--- src/rtl/onehot_monitor_pkg.sv ---
// rtl/onehot_monitor_pkg.sv - shared types and helpers for the one-hot monitor
//
// Purpose: check-mode enum, implication-delay limit, popcount and
//          saturating-add helpers used by the lanes and the top level.
// Ports:   none (package).
package onehot_mon_pkg;

  // Deepest implication delay a lane is built for.
  localparam int DELAY_MAX = 3;

  // Widest vector the popcount helper accepts; callers zero-extend into it.
  localparam int POP_W  = 256;
  localparam int POPC_W = 9;

  typedef enum logic {
    MODE_ONEHOT  = 1'b0,
    MODE_ONEHOT0 = 1'b1
  } chk_mode_e;

  function automatic logic [POPC_W-1:0] popcount(input logic [POP_W-1:0] v);
    logic [POPC_W-1:0] n;
    n = '0;
    for (int i = 0; i < POP_W; i++) begin
      n = n + POPC_W'(v[i]);
    end
    return n;
  endfunction

  // a + b clamped to 2^w - 1; the extra sum bit keeps the clamp exact at w = 64.
  function automatic logic [63:0] sat_add(input logic [63:0] a,
                                           input logic [63:0] b,
                                           input int          w);
    logic [63:0] max_v;
    logic [64:0] sum;
    max_v = (w >= 64) ? '1 : ((64'd1 << w) - 64'd1);
    sum   = {1'b0, a} + {1'b0, b};
    return (sum > {1'b0, max_v}) ? max_v : sum[63:0];
  endfunction

endpackage

--- src/rtl/onehot_monitor_if.sv ---
// rtl/onehot_monitor_if.sv - monitored-signal and status bundle for onehot_monitor
//
// Purpose: groups the attempt inputs and the status/debug outputs.
// Signals: clr, enable, ante[NCH], vec[NCH*WIDTH], mode[NCH]   (master -> slave)
//          pass_pulse, fail_pulse, err_sticky[NCH], pass_cnt, fail_cnt,
//          first_vld, first_ch, first_vec, first_time          (slave -> master)
// Modports: master = datapath side driving the observed signals,
//           slave  = the monitor.
interface onehot_monitor_if #(
  parameter int WIDTH = 2,
  parameter int NCH   = 1,
  parameter int CNT_W = 16,
  parameter int TS_W  = 32
);
  localparam int CH_W = (NCH > 1) ? $clog2(NCH) : 1;

  logic                   clr;
  logic                   enable;
  logic [NCH-1:0]         ante;
  logic [NCH*WIDTH-1:0]   vec;
  logic [NCH-1:0]         mode;

  logic [NCH-1:0]         pass_pulse;
  logic [NCH-1:0]         fail_pulse;
  logic [NCH-1:0]         err_sticky;
  logic [CNT_W-1:0]       pass_cnt;
  logic [CNT_W-1:0]       fail_cnt;
  logic                   first_vld;
  logic [CH_W-1:0]        first_ch;
  logic [WIDTH-1:0]       first_vec;
  logic [TS_W-1:0]        first_time;

  modport master (
    output clr, enable, ante, vec, mode,
    input  pass_pulse, fail_pulse, err_sticky, pass_cnt, fail_cnt,
           first_vld, first_ch, first_vec, first_time
  );

  modport slave (
    input  clr, enable, ante, vec, mode,
    output pass_pulse, fail_pulse, err_sticky, pass_cnt, fail_cnt,
           first_vld, first_ch, first_vec, first_time
  );

endinterface

--- src/rtl/onehot_chk_lane.sv ---
// rtl/onehot_chk_lane.sv - one channel of the one-hot monitor
//
// Purpose: delays the launch bit by DELAY cycles, then checks vec against
//          the channel's mode at the evaluation edge.
// Ports:   clk, rst_n        clock, asynchronous active-low reset
//          clr               discards in-flight attempts and the current result
//          launch            enable & ante for this channel
//          vec, mode         vector and check mode sampled at evaluation
//          eval_pass/fail    unregistered result of the attempt due this edge
//          pass/fail_pulse   registered one-cycle result pulses
module onehot_chk_lane
  import onehot_mon_pkg::*;
#(
  parameter int WIDTH = 2,
  parameter int DELAY = 0
) (
  input  logic             clk,
  input  logic             rst_n,
  input  logic             clr,
  input  logic             launch,
  input  logic [WIDTH-1:0] vec,
  input  logic             mode,
  output logic             eval_pass,
  output logic             eval_fail,
  output logic             pass_pulse,
  output logic             fail_pulse
);

  logic              due;
  logic [POP_W-1:0]  vec_ext;
  logic [POPC_W-1:0] ones;
  logic              ok;

  generate
    if (DELAY == 0) begin : g_overlap
      assign due = launch;
    end else begin : g_delay
      // One bit per cycle of flight, so a new attempt can start every cycle.
      logic [DELAY-1:0] launch_sr;

      always_ff @(posedge clk or negedge rst_n) begin
        if (!rst_n) begin
          launch_sr <= '0;
        end else if (clr) begin
          launch_sr <= '0;
        end else begin
          launch_sr <= (launch_sr << 1) | DELAY'(launch);
        end
      end

      assign due = launch_sr[DELAY-1];
    end
  endgenerate

  always_comb begin
    vec_ext            = '0;
    vec_ext[WIDTH-1:0] = vec;
  end

  assign ones = popcount(vec_ext);
  assign ok   = (chk_mode_e'(mode) == MODE_ONEHOT0) ? (ones <= POPC_W'(1))
                                                    : (ones == POPC_W'(1));

  assign eval_pass = due & ok;
  assign eval_fail = due & ~ok;

  always_ff @(posedge clk or negedge rst_n) begin
    if (!rst_n) begin
      pass_pulse <= 1'b0;
      fail_pulse <= 1'b0;
    end else if (clr) begin
      pass_pulse <= 1'b0;
      fail_pulse <= 1'b0;
    end else begin
      pass_pulse <= eval_pass;
      fail_pulse <= eval_fail;
    end
  end

endmodule

--- src/rtl/onehot_monitor.sv ---
// rtl/onehot_monitor.sv - multi-channel one-hot / one-hot-or-zero implication monitor
//
// Purpose: hardware form of "ante |-> ##DELAY $onehot(vec)" per channel, with
//          saturating pass/fail totals, sticky error flags and capture of the
//          first failure (channel, vector, timestamp).
// Ports:   clk      sampling clock (posedge)
//          rst_n    asynchronous active-low reset
//          mon      onehot_monitor_if.slave: clr, enable, ante, vec, mode in;
//                   pass_pulse, fail_pulse, err_sticky, pass_cnt, fail_cnt,
//                   first_vld, first_ch, first_vec, first_time out
module onehot_monitor
  import onehot_mon_pkg::*;
#(
  parameter int WIDTH = 2,
  parameter int NCH   = 1,
  parameter int DELAY = 0,
  parameter int CNT_W = 16,
  parameter int TS_W  = 32
) (
  input logic              clk,
  input logic              rst_n,
  onehot_monitor_if.slave  mon
);

  localparam int CH_W = (NCH > 1) ? $clog2(NCH) : 1;

  logic [NCH-1:0]   ev_pass;
  logic [NCH-1:0]   ev_fail;
  logic [NCH-1:0]   pass_q;
  logic [NCH-1:0]   fail_q;
  logic [NCH-1:0]   err_q;
  logic [CNT_W-1:0] pass_cnt_q;
  logic [CNT_W-1:0] fail_cnt_q;
  logic [CNT_W-1:0] pass_cnt_nx;
  logic [CNT_W-1:0] fail_cnt_nx;
  logic [TS_W-1:0]  ts_q;
  logic             first_vld_q;
  logic [CH_W-1:0]  first_ch_q;
  logic [WIDTH-1:0] first_vec_q;
  logic [TS_W-1:0]  first_time_q;
  logic [CH_W-1:0]  fail_idx;
  logic [WIDTH-1:0] fail_vec;
  logic [POP_W-1:0] pass_ext;
  logic [POP_W-1:0] fail_ext;

  for (genvar g = 0; g < NCH; g++) begin : g_lane
    onehot_chk_lane #(
      .WIDTH (WIDTH),
      .DELAY (DELAY)
    ) u_lane (
      .clk        (clk),
      .rst_n      (rst_n),
      .clr        (mon.clr),
      .launch     (mon.enable & mon.ante[g]),
      .vec        (mon.vec[g*WIDTH +: WIDTH]),
      .mode       (mon.mode[g]),
      .eval_pass  (ev_pass[g]),
      .eval_fail  (ev_fail[g]),
      .pass_pulse (pass_q[g]),
      .fail_pulse (fail_q[g])
    );
  end

  always_comb begin
    pass_ext          = '0;
    fail_ext          = '0;
    pass_ext[NCH-1:0] = ev_pass;
    fail_ext[NCH-1:0] = ev_fail;
  end

  assign pass_cnt_nx = CNT_W'(sat_add(64'(pass_cnt_q), 64'(popcount(pass_ext)), CNT_W));
  assign fail_cnt_nx = CNT_W'(sat_add(64'(fail_cnt_q), 64'(popcount(fail_ext)), CNT_W));

  // Scan from the top down so the lowest failing channel is the last writer.
  always_comb begin
    fail_idx = '0;
    fail_vec = '0;
    for (int i = NCH - 1; i >= 0; i--) begin
      if (ev_fail[i]) begin
        fail_idx = CH_W'(i);
        fail_vec = mon.vec[i*WIDTH +: WIDTH];
      end
    end
  end

  always_ff @(posedge clk or negedge rst_n) begin
    if (!rst_n) begin
      ts_q         <= '0;
      err_q        <= '0;
      pass_cnt_q   <= '0;
      fail_cnt_q   <= '0;
      first_vld_q  <= 1'b0;
      first_ch_q   <= '0;
      first_vec_q  <= '0;
      first_time_q <= '0;
    end else begin
      // The timestamp keeps running through clr so captures stay comparable.
      ts_q <= ts_q + TS_W'(1);
      if (mon.clr) begin
        err_q        <= '0;
        pass_cnt_q   <= '0;
        fail_cnt_q   <= '0;
        first_vld_q  <= 1'b0;
        first_ch_q   <= '0;
        first_vec_q  <= '0;
        first_time_q <= '0;
      end else begin
        err_q      <= err_q | ev_fail;
        pass_cnt_q <= pass_cnt_nx;
        fail_cnt_q <= fail_cnt_nx;
        if (!first_vld_q && (|ev_fail)) begin
          first_vld_q  <= 1'b1;
          first_ch_q   <= fail_idx;
          first_vec_q  <= fail_vec;
          first_time_q <= ts_q;
        end
      end
    end
  end

  assign mon.pass_pulse = pass_q;
  assign mon.fail_pulse = fail_q;
  assign mon.err_sticky = err_q;
  assign mon.pass_cnt   = pass_cnt_q;
  assign mon.fail_cnt   = fail_cnt_q;
  assign mon.first_vld  = first_vld_q;
  assign mon.first_ch   = first_ch_q;
  assign mon.first_vec  = first_vec_q;
  assign mon.first_time = first_time_q;

endmodule
--- src/flat_wrapper.sv ---
// flat-port wrapper written by rule: the top's interface ports become plain ports
module onehot_monitor_flat import onehot_mon_pkg::*;
#(
  parameter int WIDTH = 2,
  parameter int NCH   = 1,
  parameter int DELAY = 0,
  parameter int CNT_W = 16,
  parameter int TS_W  = 32
)
  (clk, rst_n, mon_clr, mon_enable, mon_ante, mon_vec, mon_mode, mon_pass_pulse, mon_fail_pulse, mon_err_sticky, mon_pass_cnt, mon_fail_cnt, mon_first_vld, mon_first_ch, mon_first_vec, mon_first_time);
  onehot_monitor_if #(.WIDTH(WIDTH), .NCH(NCH), .CNT_W(CNT_W), .TS_W(TS_W)) mon_i ();
  input logic clk;
  input logic rst_n;
  input wire logic [$bits(mon_i.clr)-1:0] mon_clr;
  input wire logic [$bits(mon_i.enable)-1:0] mon_enable;
  input wire logic [$bits(mon_i.ante)-1:0] mon_ante;
  input wire logic [$bits(mon_i.vec)-1:0] mon_vec;
  input wire logic [$bits(mon_i.mode)-1:0] mon_mode;
  output wire logic [$bits(mon_i.pass_pulse)-1:0] mon_pass_pulse;
  output wire logic [$bits(mon_i.fail_pulse)-1:0] mon_fail_pulse;
  output wire logic [$bits(mon_i.err_sticky)-1:0] mon_err_sticky;
  output wire logic [$bits(mon_i.pass_cnt)-1:0] mon_pass_cnt;
  output wire logic [$bits(mon_i.fail_cnt)-1:0] mon_fail_cnt;
  output wire logic [$bits(mon_i.first_vld)-1:0] mon_first_vld;
  output wire logic [$bits(mon_i.first_ch)-1:0] mon_first_ch;
  output wire logic [$bits(mon_i.first_vec)-1:0] mon_first_vec;
  output wire logic [$bits(mon_i.first_time)-1:0] mon_first_time;
  assign mon_i.clr = mon_clr;
  assign mon_i.enable = mon_enable;
  assign mon_i.ante = mon_ante;
  assign mon_i.vec = mon_vec;
  assign mon_i.mode = mon_mode;
  assign mon_pass_pulse = mon_i.pass_pulse;
  assign mon_fail_pulse = mon_i.fail_pulse;
  assign mon_err_sticky = mon_i.err_sticky;
  assign mon_pass_cnt = mon_i.pass_cnt;
  assign mon_fail_cnt = mon_i.fail_cnt;
  assign mon_first_vld = mon_i.first_vld;
  assign mon_first_ch = mon_i.first_ch;
  assign mon_first_vec = mon_i.first_vec;
  assign mon_first_time = mon_i.first_time;
  onehot_monitor #(.WIDTH(WIDTH), .NCH(NCH), .DELAY(DELAY), .CNT_W(CNT_W), .TS_W(TS_W)) u_core (.clk(clk), .rst_n(rst_n), .mon(mon_i));
endmodule
--- config.mk ---
export PLATFORM = sky130hd
export DESIGN_NAME = onehot_monitor_flat
export DESIGN_NICKNAME = d
export VERILOG_FILES = /design/src/rtl/onehot_monitor_pkg.sv /design/src/rtl/onehot_monitor_if.sv /design/src/rtl/onehot_chk_lane.sv /design/src/rtl/onehot_monitor.sv /design/src/flat_wrapper.sv
export SDC_FILE = /design/constraint.sdc
export NUM_CORES = 1
export LEC_CHECK = 0
export CAP_MARGIN = 20
export CORE_AREA = 2 2 98 100
export DETAILED_ROUTE_END_ITERATION = 8
export DIE_AREA = 0 0 100 102
export PLACE_DENSITY_LB_ADDON = 0.05
export SYNTH_ARGS = -nofsm -noshare
export SYNTH_HDL_FRONTEND = slang
export SYNTH_SLANG_ARGS = --single-unit
--- constraint.sdc ---
create_clock -name clk -period 2.42 [get_ports clk]
set_clock_uncertainty 0.15 [all_clocks]
set_input_delay 0.484 -clock clk [delete_from_list [all_inputs] [get_ports clk]]
set_output_delay 0.484 -clock clk [all_outputs]
set_load 0.01 [all_outputs]
# Word-level counts from Yosys, hierarchy flattened
# Cells that the tools add are included.
classes:
  addsub: 4
  muxes: 17
  n_lt_le_gt_ge: 3
  reduce_logical: 3
  eq_ne: 1
  bitwise_logic: 5
ops:
  columns: ["operator", "n"]
  rows:
  - ["two-way mux 16 bit", 4]
  - ["two-way mux 32 bit", 2]
  - ["adder 16 x 1 -> 17 bit", 2]
  - ["greater-than comparator 17 x 16 -> 1 bit (second input constant)", 2]
  - ["adder 32 x 1 -> 32 bit (second input constant)", 1]
  - ["two-way mux 1 bit", 8]
  - ["two-way mux 2 bit", 3]
  - ["AND 1 bit", 3]
  - ["adder 1 x 1 -> 2 bit", 1]
  - ["== test 2 x 1 -> 1 bit (second input constant)", 1]
  - ["less-or-equal comparator 2 x 1 -> 1 bit (second input constant)", 1]
  - ["nonzero test 2 bit", 1]
  - ["logical AND 1 bit", 1]
  - ["zero test 1 bit", 1]
  - ["NOT 1 bit", 1]
  - ["OR 1 bit", 1]
totals:
  word_cells: 43
  output_inout_bits: 71
  inputBits: 8
  register_bits: 103

# Depth between registers and ports, before layout
depth:
  depth_word: 9
  mapped_depth: 10

# Hierarchy
# From an unflattened synthesis, not the netlist that was laid out.
unflattened:
  hier_cells: 383
  area_unflattened_um2: 4486.8
modules_own_cells:
  columns: ["module", "area_each_um2", "seq_area_each_um2", "n_inst", "cells_each"]
  rows:
  - ["onehot_monitor", 4377.9, 2502.4, 1, 373]
  - ["onehot_chk_lane", 108.9, 50.0, 1, 10]

# Least setup slack after synthesis
# Ideal clock, no wire load.
synth_timing:
  kind: "in2reg"
  startpoint: "input port mon_vec[0]"
  endpoint: "register u_core.fail_cnt_q[10] (netlist: u_core.mon.fail_cnt[10])"
  setup_time_ps: 78
  slack_ps: -213
  t_arrival_ps: 2405
  required_time_ps: 2192
  cell_stages: 10
  path_cell_list: "ha_1 > or2_2 > a21oi_4 > ha_1 > and4_1 > buf_4 > and4_4 > nand4_2 > buf_2 > a21oi_1"
synth_between:
  elab_chain_cells: 9
synth_lines:
  columns: ["element", "line_no", "text"]
  rows:
  - ["start: declaration", "flat_wrapper.sv:17", "input wire logic [$bits(mon_i.vec)-1:0] mon_vec;"]
  - ["adder 1 x 1 -> 2 bit *", "onehot_monitor_pkg.sv:24", "n = n + POPC_W'(v[i]);"]
  - ["less-or-equal comparator 2 x 1 -> 1 bit / == test 2 x 1 -> 1 bit (equally long branches)", "onehot_chk_lane.sv:61, onehot_chk_lane.sv:62", null]
  - ["two-way mux 1 bit *", "onehot_chk_lane.sv:61", "assign ok = (chk_mode_e'(mode) == MODE_ONEHOT0) ? (ones <= POPC_W'(1))"]
  - ["NOT 1 bit *", "onehot_chk_lane.sv:65", "assign eval_fail = due & ~ok;"]
  - ["AND 1 bit *", "onehot_chk_lane.sv:65", null]
  - ["adder 16 x 1 -> 17 bit *", "onehot_monitor_pkg.sv:36", "sum = {1'b0, a} + {1'b0, b};"]
  - ["greater-than comparator 17 x 16 -> 1 bit", "onehot_monitor_pkg.sv:37", "return (sum > {1'b0, max_v}) ? max_v : sum[63:0];"]
  - ["two-way mux 16 bit *", "onehot_monitor_pkg.sv:37", null]
  - ["two-way mux 16 bit *", "onehot_monitor.sv:99", "if (mon.clr) begin"]
  - ["end signal: assignment", "onehot_monitor.sv:110", "fail_cnt_q <= fail_cnt_nx;"]
  - ["end: declaration", "onehot_monitor.sv:33", "logic [CNT_W-1:0] fail_cnt_q;"]
# Every way passes the cells marked *; elsewhere a longest branch is shown, timed or not.
# A chain may end at the register's enable or synchronous reset.

# Worst setup path in the final report
layout_timing:
  startpoint: "input port mon_vec[0]"
  endpoint: "register u_core.fail_cnt_q[13] (netlist: u_core.mon.fail_cnt[13])"
# The elaborated chain is that of the path after synthesis.

==> reports/metrics.yaml <==
status:
  status: "completed"
global_route:
  grt_pass1_vias: 3284
  grt_usage_pct: 19.65
  antenna_found_initial: 0
  grt_pass1_wl_mm: 15.91
  grt_max_degree: 39
  grt_overflow: 0
place:
  dp_slack_ns: -0.6391
  portBuffers: 77
  dpl.hpwl_mm: 6.605
  place_congestion: 0.7962
  placedCellCount: 573
power_and_ir_drop:
  p_total_w: 0.002931
  vdd_drop_max_v: 0.0002693
  power-per-cell-area_nw_per_um2: 502.7
  leakagePower_nw: 2.602
run:
  cap_viol_max_count: 0
cells_and_area:
  seq_area_um2: 2552
  multi_input_area_um2: 1918
  n_antenna_cell: 0
  layout.cells.non_filler: 591
  drive_above_1_share_pct: 17.08
  area_growth_pct: 30.42
  fillers: 751
  nets: 489
sta:
  slew_headroom_pct: 58.01
  layout_min_cycle_time_ns: 2.353
  post-route-period-util_pct: 97.23
  timing.final.max_slew_violations: 0
  setup_slack_ns: 0.06695
  rsz0062_at_grt: "no"
  finalSetupViolCount: 0
  tightestPinTransition_ns: 0.6251
  hold_viol_final: 0
  max_freq_mhz: 425.0
critical_path:
  crit_fanout: 5
  crit_path_start_kind: "input pin"
  r2r_end: "u_core.ts_q[27]$_DFF_PN0_"
  crit_type: "input pin to flop"
  arrival_ns: 2.49
  cp-end-kind: "flop"
  r2r-start: "u_core.ts_q[7]$_DFF_PN0_"
  rr_worst_depth: 4
  cp.required_ns: 2.55
  r2r_slack_ns: 0.48
route:
  drcViolationCount: 0
  wl_per_cell_um: 15.90
  vias_per_cell: 5.509
  drtAntennaViolNets: 0
  wirelength_mm: 9.397
  drtIter0Drc: 96
  dr.pass1.iters: 5
  vias: 3256
floorplanning:
  dieArea_um2: 10200
  die_x_um: 100
  rows: 35
  chipHeight_um: 102
  initial_core_util_pct: 49.08
  coreArea_um2: 9109
  ioPinCount: 79
clocking:
  clock_path_buffers: 2
  clkLatencyLatePin_ns: 0.35
  numCtsBuffers: 9
  cts-htree-levels: 3
  ctsRootBufferMaster: "clkbuf_8"
  cts_tree: "yes"
  cts.sinks: 102
  path_clk_slew_ns: 0.11
synth:
  seq_area_frac_synth_pct: 57.09
  syn_inst: 378
  netlist_area_um2: 4471
  synthDistinctLibCells: 43
  yosysWarnings: 0
  synth-seq-cells: 102
  synth.net_count: 392
  postSynthAreaPerCell_um2: 11.83
worst_hold_path:
  hold_class: "input pin to flop"
  min_path_cells: 2
  whs_endpoint: "u_core.mon.first_vec[0]$_DFFE_PN0P_"
  min-delay-start: "mon_vec[0]"
-- logic make-up (layout without fill, tap and decap cells) --
logic type      after synthesis  after routing  share of synthesized area [%]
compound gates               79             79                          12.96
other cells                   1              1                        0.08388
buf+inv                      21            123                          2.351
simple gates                122            122                          16.62
xor+xnor                     47             47                          9.208
flops                       102            102                          57.09
fa+ha+maj                     6              6                          1.679
-- area by class of cell --
cell class                 instances  area share (%)
timing repair buffer             102           17.23
sequential                       102           43.78
tap                              111           2.382
multi-input combinational        255           32.90
inverter                           5          0.3219
clock buffer                      10           2.361
clock inverter                     6           1.030
-- through the flow --
| step | utilization, % | hold WS (ns) | cell area, µm² | setup TNS, ns |
|---|---|---|---|---|
| 2_1_floorplan | - | 0.03841 | 4561 | -1.358 |
| 3_3_place_gp | 61.41 | 0.2773 | 5594 | -22.33 |
| 3_5_place_dp | 61.41 | 0.2824 | 5594 | -23.76 |
| 4_1_cts | 63.72 | 0.3422 | 5804 | 0 |
| 5_1_grt | 64.01 | 0.2226 | 5831 | 0 |
| 6_report | 64.01 | 0.2495 | 5831 | 0 |
-- cells in the final DEF, fill, tap and decap left out, types with 3 or more instances in the layout --
cell type / Yosys / final
clkbuf_8: 0 / 10
buf_12: 0 / 4
ha_1: 6 / 3
and2_1: 5 / 5
a21oi_2: 0 / 11
a21oi_1: 26 / 15
a31oi_1: 7 / 6
nor2_1: 15 / 14
inv_1: 5 / 5
or2_2: 4 / 3
a22o_1: 34 / 34
nor2b_1: 3 / 3
and3_1: 10 / 10
inv_8: 0 / 3
nand4_4: 2 / 3
nor4_1: 6 / 6
nand2_1: 23 / 21
xor2_1: 17 / 17
xnor2_1: 30 / 30
buf_4: 5 / 20
nand3_1: 21 / 21
clkdlybuf4s50_1: 0 / 73
and4_1: 5 / 4
nand4_1: 13 / 13
dfrtp_1: 102 / 102
-- critical path: stages --
cell      delay [ns]
clkbuf_2        0.11
ha_4            0.23
or2_4           0.26
a21oi_4         0.14
buf_6           0.12
ha_4            0.12
and4_4          0.25
nand2_4         0.07
or4_4           0.53
a31oi_2         0.19
-- worst max-delay path by stage --
stage               start                           endpoint  slack [ns]  depth (start not counted)
2_1_floorplan  mon_vec[0]  u_core.mon.fail_cnt[10]$_DFF_PN0_       -0.14                         10
3_3_place_gp   mon_vec[0]  u_core.mon.fail_cnt[15]$_DFF_PN0_       -0.57                         10
3_5_place_dp   mon_vec[0]  u_core.mon.fail_cnt[15]$_DFF_PN0_       -0.64                         10
4_1_cts        mon_vec[0]  u_core.mon.fail_cnt[15]$_DFF_PN0_        0.02                         10
5_1_grt        mon_vec[0]  u_core.mon.fail_cnt[13]$_DFF_PN0_        0.04                         10
6_report       mon_vec[0]  u_core.mon.fail_cnt[13]$_DFF_PN0_        0.07                         10
-- per-layer routing --
metal,vias to the layer above,global-route usage [%],share of wire (%)
met5,-,0,0
met4,0,6.849,1.3
met3,8,3.215,2.9
met2,53,30.56,47
met1,1625,28.29,49
li1,1570,-,-
-- synthesized netlist by cell type --
| library cell | count | area [µm²] |
|---|---|---|
| a211oi_1 | 2 | 15.01 |
| a21oi_1 | 26 | 130.1 |
| a21oi_4 | 1 | 16.27 |
| a22o_1 | 34 | 297.8 |
| a311oi_1 | 2 | 17.52 |
| a31o_2 | 1 | 8.760 |
| a31oi_1 | 7 | 43.79 |
| a41o_1 | 1 | 10.01 |
| a41oi_1 | 1 | 8.760 |
| and2_1 | 5 | 31.28 |
| and3_1 | 10 | 62.56 |
| and3_2 | 2 | 15.01 |
| and4_1 | 5 | 43.79 |
| and4_4 | 1 | 11.26 |
| buf_2 | 6 | 30.03 |
| buf_4 | 5 | 37.54 |
| clkbuf_1 | 5 | 18.77 |
| conb_1 | 1 | 3.750 |
| dfrtp_1 | 102 | 2552 |
| ha_1 | 6 | 75.07 |
| inv_1 | 5 | 18.77 |
| nand2_1 | 23 | 86.33 |
| nand2_2 | 1 | 6.260 |
| nand2b_1 | 1 | 6.260 |
| nand3_1 | 21 | 105.1 |
| nand4_1 | 13 | 81.33 |
| nand4_2 | 3 | 37.54 |
| nand4_4 | 2 | 42.54 |
| nor2_1 | 15 | 56.30 |
| nor2b_1 | 3 | 18.77 |
| nor3_1 | 2 | 10.01 |
| nor3_2 | 1 | 10.01 |
| nor4_1 | 6 | 37.54 |
| nor4_4 | 2 | 42.54 |
| o21a_1 | 1 | 7.510 |
| o21ai_0 | 1 | 5.000 |
| o221a_2 | 1 | 11.26 |
| o31ai_1 | 1 | 7.510 |
| or2_2 | 4 | 25.02 |
| or3_1 | 1 | 6.260 |
| or4_1 | 1 | 7.510 |
| xnor2_1 | 30 | 262.8 |
| xor2_1 | 17 | 148.9 |
-- flip-flops by register name (all words and copies together) (netlist names) --
register / cells
u_core.mon.first_vld: 1
u_core.ts_q: 32
u_core.g_lane.u_lane.pass_pulse: 1
u_core.mon.first_vec: 2
u_core.mon.first_time: 32
u_core.mon.fail_cnt: 16
u_core.mon.pass_cnt: 16
u_core.mon.err_sticky: 1
u_core.g_lane.u_lane.fail_pulse: 1
-- power by group --
| group | leakage, nW | internal (W) | total (W) | switching [W] |
|---|---|---|---|---|
| clock | 0.103 | 0.000432 | 0.00106 | 0.000631 |
| combinational | 1.09 | 0.0000566 | 0.000147 | 0.0000904 |
| sequential | 1.41 | 0.00171 | 0.00172 | 0.00000811 |
-- what timing repair did --
item	CTS	global route
hold buffers	1	0
resized for setup	4	11
setup endpoints to repair	28	6
endpoints found under the hold margin	25	0
buffers inserted	0	1
gates cloned	0	0
pin swaps	0	4
No activity file was read; power rests on OpenSTA's default activity.
